**src/rtl/pic_host_sequencer.sv**
```systemverilog
// Host-side write/acknowledge sequencer for an 8259A-compatible PIC.
// Optional build macro PIC_AUTO_EOI_EN: ICW4 gets AEOI set and no EOI write follows vec_ack.
`timescale 1ns/1ps
module pic_host_sequencer #(
    parameter int PULSE_CYC = 2,
    parameter int GAP_CYC   = 1
) (
    input  logic       clk,
    input  logic       rst,
    input  logic       start,
    input  logic [7:0] icw1,
    input  logic [7:0] icw2,
    input  logic [7:0] icw3,
    input  logic [7:0] icw4,
    input  logic [7:0] ocw1,
    input  logic       pic_int,
    input  logic [7:0] pic_dout,
    output logic [7:0] pic_din,
    output logic       cs_n,
    output logic       wr_n,
    output logic       rd_n,
    output logic       a0,
    output logic       inta_n,
    output logic       vec_valid,
    output logic [7:0] vec,
    input  logic       vec_ack,
    output logic       init_done,
    output logic       busy
);

    typedef enum logic [3:0] {
        IDLE, WR_SETUP, WR_LOW, WR_HOLD, WR_GAP,
        READY, ACK1, ACK_GAP, ACK2, VEC_WAIT
    } state_t;

    typedef enum logic [2:0] {
        B_ICW1, B_ICW2, B_ICW3, B_ICW4, B_OCW1, B_EOI
    } byte_t;

    localparam logic [15:0] PULSE_LAST = 16'(PULSE_CYC - 1);
    localparam logic [15:0] GAP_LAST   = 16'(GAP_CYC - 1);

    state_t      state, state_nx;
    byte_t       step, step_nx;
    logic [15:0] cnt;
    logic        int_m, int_s;
    logic [7:0]  icw2_r, icw3_r, icw4_r, ocw1_r;
    logic [1:0]  icw1_r;
    logic        load, accept, capture, done_set;
    logic        last_pulse, last_gap;
    logic [7:0]  din_nx;
    logic        a0_nx;

    function automatic logic [7:0] icw4_byte(input logic [7:0] b);
`ifdef PIC_AUTO_EOI_EN
        return b | 8'h02;
`else
        return b;
`endif
    endfunction

    always_comb begin
        state_nx   = state;
        step_nx    = step;
        load       = 1'b0;
        accept     = 1'b0;
        capture    = 1'b0;
        done_set   = 1'b0;
        last_pulse = (cnt == PULSE_LAST);
        last_gap   = (cnt == GAP_LAST);
        case (state)
            IDLE: begin
                if (start) begin
                    accept   = 1'b1;
                    load     = 1'b1;
                    step_nx  = B_ICW1;
                    state_nx = WR_SETUP;
                end
            end
            WR_SETUP: state_nx = WR_LOW;
            WR_LOW:   if (last_pulse) state_nx = WR_HOLD;
            WR_HOLD:  state_nx = WR_GAP;
            WR_GAP: begin
                if (last_gap) begin
                    state_nx = WR_SETUP;
                    load     = 1'b1;
                    // ICW3 is skipped in single mode, ICW4 only when IC4 is requested
                    case (step)
                        B_ICW1: step_nx = B_ICW2;
                        B_ICW2: step_nx = !icw1_r[1] ? B_ICW3 :
                                          (icw1_r[0] ? B_ICW4 : B_OCW1);
                        B_ICW3: step_nx = icw1_r[0] ? B_ICW4 : B_OCW1;
                        B_ICW4: step_nx = B_OCW1;
                        B_OCW1: begin
                            state_nx = READY;
                            load     = 1'b0;
                            done_set = 1'b1;
                        end
                        default: begin
                            state_nx = READY;
                            load     = 1'b0;
                        end
                    endcase
                end
            end
            READY: begin
                if (start) begin
                    accept   = 1'b1;
                    load     = 1'b1;
                    step_nx  = B_ICW1;
                    state_nx = WR_SETUP;
                end else if (int_s) begin
                    state_nx = ACK1;
                end
            end
            ACK1:    if (last_pulse) state_nx = ACK_GAP;
            ACK_GAP: if (last_gap) state_nx = ACK2;
            ACK2: begin
                if (last_pulse) begin
                    capture  = 1'b1;
                    state_nx = VEC_WAIT;
                end
            end
            VEC_WAIT: begin
                if (vec_ack) begin
`ifdef PIC_AUTO_EOI_EN
                    state_nx = READY;
`else
                    state_nx = WR_SETUP;
                    step_nx  = B_EOI;
                    load     = 1'b1;
`endif
                end
            end
            default: state_nx = IDLE;
        endcase

        case (step_nx)
            B_ICW1:  din_nx = icw1;
            B_ICW2:  din_nx = icw2_r;
            B_ICW3:  din_nx = icw3_r;
            B_ICW4:  din_nx = icw4_byte(icw4_r);
            B_OCW1:  din_nx = ocw1_r;
            default: din_nx = 8'h20;
        endcase
        a0_nx = !(step_nx == B_ICW1 || step_nx == B_EOI);
    end

    always_ff @(posedge clk) begin
        if (rst) begin
            state     <= IDLE;
            step      <= B_ICW1;
            cnt       <= '0;
            int_m     <= 1'b0;
            int_s     <= 1'b0;
            pic_din   <= 8'h00;
            a0        <= 1'b0;
            vec       <= 8'h00;
            init_done <= 1'b0;
        end else begin
            state <= state_nx;
            step  <= step_nx;
            cnt   <= (state_nx != state) ? 16'd0 : cnt + 16'd1;
            int_m <= pic_int;
            int_s <= int_m;
            if (load) begin
                pic_din <= din_nx;
                a0      <= a0_nx;
            end
            if (capture) vec <= pic_dout;
            if (accept) init_done <= 1'b0;
            else if (done_set) init_done <= 1'b1;
        end
    end

    // Config bytes are plain data, captured once per accepted start
    always_ff @(posedge clk) begin
        if (accept) begin
            icw1_r <= icw1[1:0];
            icw2_r <= icw2;
            icw3_r <= icw3;
            icw4_r <= icw4;
            ocw1_r <= ocw1;
        end
    end

    assign cs_n      = !(state == WR_SETUP || state == WR_LOW || state == WR_HOLD);
    assign wr_n      = (state != WR_LOW);
    assign rd_n      = 1'b1;
    assign inta_n    = !(state == ACK1 || state == ACK2);
    assign vec_valid = (state == VEC_WAIT);
    assign busy      = !(state == IDLE || state == READY);

endmodule

```
**config.mk**
```make
export PLATFORM = sky130hd
export DESIGN_NAME = pic_host_sequencer
export DESIGN_NICKNAME = d
export VERILOG_FILES = /design/src/rtl/pic_host_sequencer.sv
export SDC_FILE = /design/constraint.sdc
export NUM_CORES = 1
export LEC_CHECK = 0
export CORE_MARGIN = 1
export CORE_UTILIZATION = 50
export DETAILED_ROUTE_END_ITERATION = 7
export PLACE_DENSITY = 0.79
export SYNTH_ARGS = -nofsm -noshare
export SYNTH_HDL_FRONTEND = slang
export SYNTH_SLANG_ARGS = --single-unit
```
**constraint.sdc**
```tcl
create_clock -name clk -period 5 [get_ports clk]
set_input_delay 1 -clock clk [delete_from_list [all_inputs] [get_ports clk]]
set_output_delay 1 -clock clk [all_outputs]
set_load 0.01 [all_outputs]
```
==> impl_metrics.json, run 1 <==
{
  "min_period_ns": 3.432,
  "required_ns": 4.00,
  "cts-root-buf": "clkbuf_8",
  "globalRouteTotalUtil_pct": 22.26,
  "fp.dieH_um": 86.66,
  "ir_drop_uv": 190.6,
  "n_fill_cell": 522,
  "viasPerCell": 5.558,
  "h-tree-depth": 3,
  "syn_nets": 380,
  "fp-row-count": 30,
  "dp_hpwl_mm": 5.494,
  "fin_tns_setup_ns": 0,
  "critPathLaunchType": "flip-flop",
  "clock.fmax_mhz": 291.3,
  "hold_buffers": 0,
  "io_pins": 77,
  "p_leak_uw": 0.001661,
  "cts_resized": 0,
  "crit_chain": "inv_1 -> nor2_1 -> a21oi_1 -> or2_2 -> clkdlybuf4s50_1",
  "num_vias": 2768,
  "layout_common_cells": "75 x clkdlybuf4s50_1, 46 x nor2_1, 43 x dfxtp_1",
  "cts.path.max_buffers": 2,
  "synth_edf_count": 34,
  "worst_clock_skew_ns": 0.01177,
  "gr-total-overflow": 0,
  "grt_max_degree": 38,
  "cp-end-kind": "primary output",
  "drt-initial-drc-count": 207,
  "synthCells": 324,
  "synth_cell_types": 64,
  "maxCapViolCount": 0,
  "cts.sinks": 77,
  "antenna_found_initial": 0,
  "slowest_stage": "dfxtp_1",
  "syn_area_um2": 3583,
  "slew_headroom_pct": 43.26,
  "cellPowerDensity_nw_per_um2": 301.2,
  "yosysWarnings": 0,
  "crit_arrival_ns": 2.43,
  "setup_viol": 0,
  "multiInputGateArea_um2": 1558,
  "die_area_um2": 7509,
  "crit_fanout": 12,
  "drc_errors": 0,
  "first_pass_iters": 5,
  "slew_violations": 0,
  "clkTransAtPathRegs_ns": 0.08,
  "path_buf_inv": 2,
  "min_path_type": "reg -> reg",
  "grt_pass1_wl_mm": 12.66,
  "critical_path.max_stage_delay_ns": 0.66,
  "layout-drive-gt1-share_pct": 10.20,
  "critPathKind": "reg -> out",
  "tritoncts": "done",
  "dieWidth_um": 86.66,
  "status": "finished, final reports clean",
  "clk_latency_ns": 0.35,
  "wl_per_cell_um": 15.71,
  "core-area_um2": 6869,
  "antenna_cells": 0,
  "synth_seq_cells": 77,
  "hold_viol": 0,
  "min_period_over_period_pct": 68.65,
  "cp_top_family": "buffers and inverters",
  "area_delta_synth_final_pct": 26.85,
  "p_total_uw": 1369,
  "ant_nets": 0,
  "port_buffers": 75,
  "nNetsFinal": 453,
  "rsz0062_at_grt": "no",
  "async_reset_ff_share_pct": 0,
  "tightestPinTransition_ns": 0.8485,
  "cts_setup_buffers": 0,
  "avgSynthCellArea_um2": 11.06,
  "layout_commonest_cell": "clkdlybuf4s50_1",
  "numCtsBuffers": 9,
  "initial_core_util_pct": 52.17,
  "ys_seq_area_share_pct": 52.51,
  "regArea_um2": 1882,
  "wirelength_mm": 7.825,
  "gp_congestion": 0.8900,
  "synth_ff_type": "dfxtp_1",
  "grt_pass1_vias": 2678
}
==> flip-flops by register name, indices dropped and copies added, names as in the netlist <==
| register | flops |
|---|---|
| a0 | 1 |
| cnt | 16 |
| icw1_r | 2 |
| icw2_r | 8 |
| icw3_r | 8 |
| icw4_r | 8 |
| init_done | 1 |
| int_m | 1 |
| int_s | 1 |
| ocw1_r | 8 |
| pic_din | 8 |
| state | 4 |
| step | 3 |
| vec | 8 |
==> layer usage <==
| metal | vias to the layer above | global-route usage (%) | part of all wire (%) |
|---|---|---|---|
| li1 | 1334 | - | - |
| met1 | 1304 | 29.09 | 45 |
| met2 | 120 | 35.43 | 48 |
| met3 | 10 | 6.000 | 6.1 |
| met4 | 0 | 8.485 | 1.2 |
| met5 | - | 0 | 0 |
==> logic make-up (layout without fill, tap and decap cells) <==
family / after synthesis / count (layout) / synth area share [%]
mux: 16 / 16 / 5.342
simple gates: 126 / 126 / 19.45
buf+inv: 24 / 102 / 4.015
xor+xnor: 15 / 15 / 3.666
fa+ha+maj: 3 / 3 / 1.048
flops: 77 / 77 / 52.51
compound gates: 62 / 62 / 13.86
other cells: 1 / 1 / 0.1046
==> worst paths after layout <==
path                                from         end  slack [ns]  depth (start not counted)
worst max-delay path            state[1]      inta_n        1.57                          5
worst min-delay path               int_m       int_s        0.45                          1
worst max register to register    cnt[0]  pic_din[2]        2.17                          9
worst min register to register     int_m       int_s        0.45                          1
==> power by group <==
| group | internal, uW | switching, uW | leakage, uW |
|---|---|---|---|
| logic | 98.0 | 86.3 | 0.000898 |
| clock network | 227 | 234 | 0.0000903 |
| registers | 699 | 24.5 | 0.000673 |
| total | 1020 | 345 | 0.00166 |
==> worst reg2reg max path: stages, from the launching register on <==
cell       delay, ns
dfxtp_1         0.37
inv_1           0.07
ha_1            0.15
nor4b_1         0.40
nand4_2         0.23
a221oi_4        0.43
a2bb2oi_4       0.34
and4_1          0.43
a222oi_1        0.18
o21ai_1         0.17
==> metrics by stage <==
step | hold WS [ns] | std cells | utilization, % | setup slack (ns) | instance area [um^2]
floorplan | 0.4138 | 324 | - | 1.181 | 3583
global placement | 0.4190 | 482 | 63.41 | 1.668 | 4355
detailed placement | 0.4256 | 482 | 63.41 | 1.603 | 4355
CTS | 0.4528 | 498 | 66.17 | 1.614 | 4546
global route | 0.4646 | 498 | 66.17 | 1.428 | 4546
finish | 0.4492 | 498 | 66.17 | 1.568 | 4546
==> cells in the mapped netlist (2+ instances only) <==
library cell / count / area [um^2]
mux2i_1: 9 / 90.09
clkbuf_1: 4 / 15.01
nor3b_1: 2 / 15.01
buf_6: 4 / 45.04
o21ai_0: 6 / 30.03
mux2_4: 6 / 90.09
buf_4: 3 / 22.52
nand4_2: 2 / 25.02
a222oi_1: 7 / 70.07
ha_1: 3 / 37.54
dfxtp_1: 43 / 860.8
nand2_1: 25 / 93.84
nand3_1: 13 / 65.06
xor2_1: 9 / 78.83
nor3_1: 3 / 15.01
o311a_1: 2 / 20.02
edfxtp_1: 34 / 1021
a21oi_1: 9 / 45.04
inv_1: 10 / 37.54
a22o_1: 7 / 61.31
nand2b_1: 2 / 12.51
xnor2_1: 6 / 52.55
o22ai_1: 3 / 18.77
or2_2: 2 / 12.51
and3_1: 8 / 50.05
buf_2: 2 / 10.01
and4_1: 3 / 26.28
a311oi_1: 2 / 17.52
and3b_2: 2 / 20.02
nor4_4: 3 / 63.81
o21ai_1: 8 / 40.04
o211ai_1: 2 / 15.01
nor2_1: 46 / 172.7
nor2b_1: 4 / 25.02
==> final cells by class <==
| type | count | share of cell area, % |
|---|---|---|
| Timing Repair Buffer | 76 | 16.68 |
| Inverter | 10 | 0.8258 |
| Multi-Input combinational cell | 223 | 34.27 |
| Clock inverter | 7 | 1.459 |
| Tap cell | 96 | 2.642 |
| Sequential cell | 77 | 41.40 |
| Clock buffer | 9 | 2.725 |
(Power assumes the default switching activity.)
==> run 2: changes to the inputs <==
--- a/config.mk
+++ b/config.mk
@@ -6,9 +6,9 @@
 export NUM_CORES = 1
 export LEC_CHECK = 0
 export CORE_MARGIN = 1
-export CORE_UTILIZATION = 50
+export CORE_UTILIZATION = 46
 export DETAILED_ROUTE_END_ITERATION = 7
-export PLACE_DENSITY = 0.79
+export PLACE_DENSITY = 0.76
 export SYNTH_ARGS = -nofsm -noshare
 export SYNTH_HDL_FRONTEND = slang
 export SYNTH_SLANG_ARGS = --single-unit
==> constraint.sdc (replaced) <==
create_clock -name clk -period 2.9 [get_ports clk]
set_input_delay 0.58 -clock clk [delete_from_list [all_inputs] [get_ports clk]]
set_output_delay 0.58 -clock clk [all_outputs]
set_load 0.01 [all_outputs]
==> run 2 against run 1 <==
Hold slack got worse by 0.0037 ns. Clock power rose by 63%. Power rose by 70%. Critical endpoint unchanged.
==> impl_metrics.json, run 2 (synthesized netlist as in run 1, its figures left out) <==
{
  "tightestPinTransition_ns": 0.5921,
  "layout_setup_ws_ns": 0.1281,
  "crit_chain": "nand2b_1 -> nor2_1 -> a21oi_1 -> or2_2 -> clkdlybuf4s50_1",
  "grt_pass1_vias": 2682,
  "antenna_cells": 0,
  "antenna_found_initial": 0,
  "tritoncts": "done",
  "cp-end-kind": "primary output",
  "fp-row-count": 31,
  "io_pins": 77,
  "hold_ws_ns": 0.4454,
  "drc_errors": 0,
  "wl_per_cell_um": 15.48,
  "gp_congestion": 0.9962,
  "port_buffers": 75,
  "regMostFlops": "cnt",
  "regArea_um2": 1882,
  "crit_arrival_ns": 2.19,
  "dp_hpwl_mm": 5.812,
  "path_depth": 5,
  "hold_viol": 0,
  "min_path_type": "reg -> reg",
  "worst_clock_skew_ns": 0.008014,
  "cp_top_family": "simple AND/OR/NAND/NOR gates",
  "crit_start": "state[3]",
  "cts.sinks": 77,
  "num_vias": 2753,
  "cts_resized": 0,
  "viasPerCell": 5.377,
  "core-area_um2": 7408,
  "cts-root-buf": "clkbuf_8",
  "required_ns": 2.32,
  "hold_buffers": 0,
  "rrSetupSlack_ns": 0.26,
  "rsz0062_at_grt": "no",
  "n_fill_cell": 581,
  "dieWidth_um": 90.26,
  "critPathKind": "reg -> out",
  "first_pass_iters": 4,
  "area_delta_synth_final_pct": 29.09,
  "nNetsFinal": 464,
  "cts.path.max_buffers": 2,
  "critical_path.max_stage_delay_ns": 0.59,
  "layout_commonest_cell": "clkdlybuf4s50_1",
  "clkTransAtPathRegs_ns": 0.09,
  "numCtsBuffers": 9,
  "status": "finished, final reports clean",
  "cp-endpoint": "inta_n",
  "place_ws_ns": -0.02255,
  "ant_nets": 0,
  "ir_drop_uv": 318.6,
  "setup_viol": 0,
  "final_cell_count_no_fill": 512,
  "reg2reg_to": "pic_din[6]",
  "drt-initial-drc-count": 156,
  "multiInputGateArea_um2": 1560,
  "utilization_pct": 62.44,
  "p_leak_uw": 0.001715,
  "grt_pass1_wl_mm": 13.01,
  "min_period_ns": 2.772,
  "crit_fanout": 12,
  "grt_max_degree": 38,
  "ff2ff_path_depth": 9,
  "cellPowerDensity_nw_per_um2": 504.3,
  "die_area_um2": 8147,
  "min_period_over_period_pct": 95.58,
  "fp.dieH_um": 90.26,
  "clk_latency_ns": 0.35,
  "clock.fmax_mhz": 360.8,
  "gr-total-overflow": 0,
  "globalRouteTotalUtil_pct": 20.55,
  "layout_common_cells": "75 x clkdlybuf4s50_1, 46 x nor2_1, 43 x dfxtp_1",
  "timing.rr.start": "cnt[0]",
  "dp.cells": 496,
  "critPathLaunchType": "flip-flop",
  "final_cell_area_um2": 4626,
  "largest_reg_flops": 16,
  "maxCapViolCount": 0,
  "dpl_cell_area_um2": 4443,
  "wirelength_mm": 7.926,
  "cts_setup_buffers": 0,
  "slowest_stage": "dfxtp_1",
  "path_buf_inv": 1,
  "initial_core_util_pct": 48.37,
  "layout-drive-gt1-share_pct": 13.56,
  "h-tree-depth": 3,
  "slew_headroom_pct": 60.38,
  "slew_violations": 0
}
-- run 2: worst min-delay path by stage --
stage                from  cells past startpoint  slack (ns)    end
finish              int_m                      1        0.45  int_s
global route        int_m                      1        0.47  int_s
CTS                 int_m                      1        0.45  int_s
detailed placement  int_m                      1        0.43  int_s
global placement    int_m                      1        0.42  int_s
floorplan           int_m                      1        0.41  int_s
-- run 2: layer usage --
layer / share of wire (%) / track usage, %
met3: 6.6 / 5.387
met2: 48 / 32.19
met4: 2.5 / 8.871
met5: 0 / 0
met1: 43 / 26.83
-- run 2: per-stage QoR --
step | power, uW | TNS (ns)
after global placement | 1597 | 0
after detailed placement | 1603 | -0.02956
final | 2333 | 0
after global routing | 2442 | 0
after floorplan | 1436 | 0
after CTS | 2348 | 0
-- run 2: power by group --
group / total, uW / switching, uW / internal [uW]
Clock: 753 / 430 / 324
Combinational: 345 / 165 / 181
Sequential: 1230 / 30.0 / 1200
Total: 2330 / 624 / 1710
-- run 2: final cells by class --
cell class                      count  area share [%]
Clock buffer                        9           2.678
Clock inverter                      7           1.244
Inverter                           10          0.8115
Multi-Input combinational cell    223           33.73
Sequential cell                    77           40.68
Tap cell                           99           2.678
Timing Repair Buffer               87           18.18
-- run 2: worst reg2reg max path, delay by kind of cell (launching register included) --
family,cells,cell delay [ns]
buffers and inverters,1,0.07
adders and majority gates,1,0.14
AOI/OAI and AO/OA,4,1.14
and+or+nand+nor,3,0.80
DFF,1,0.36
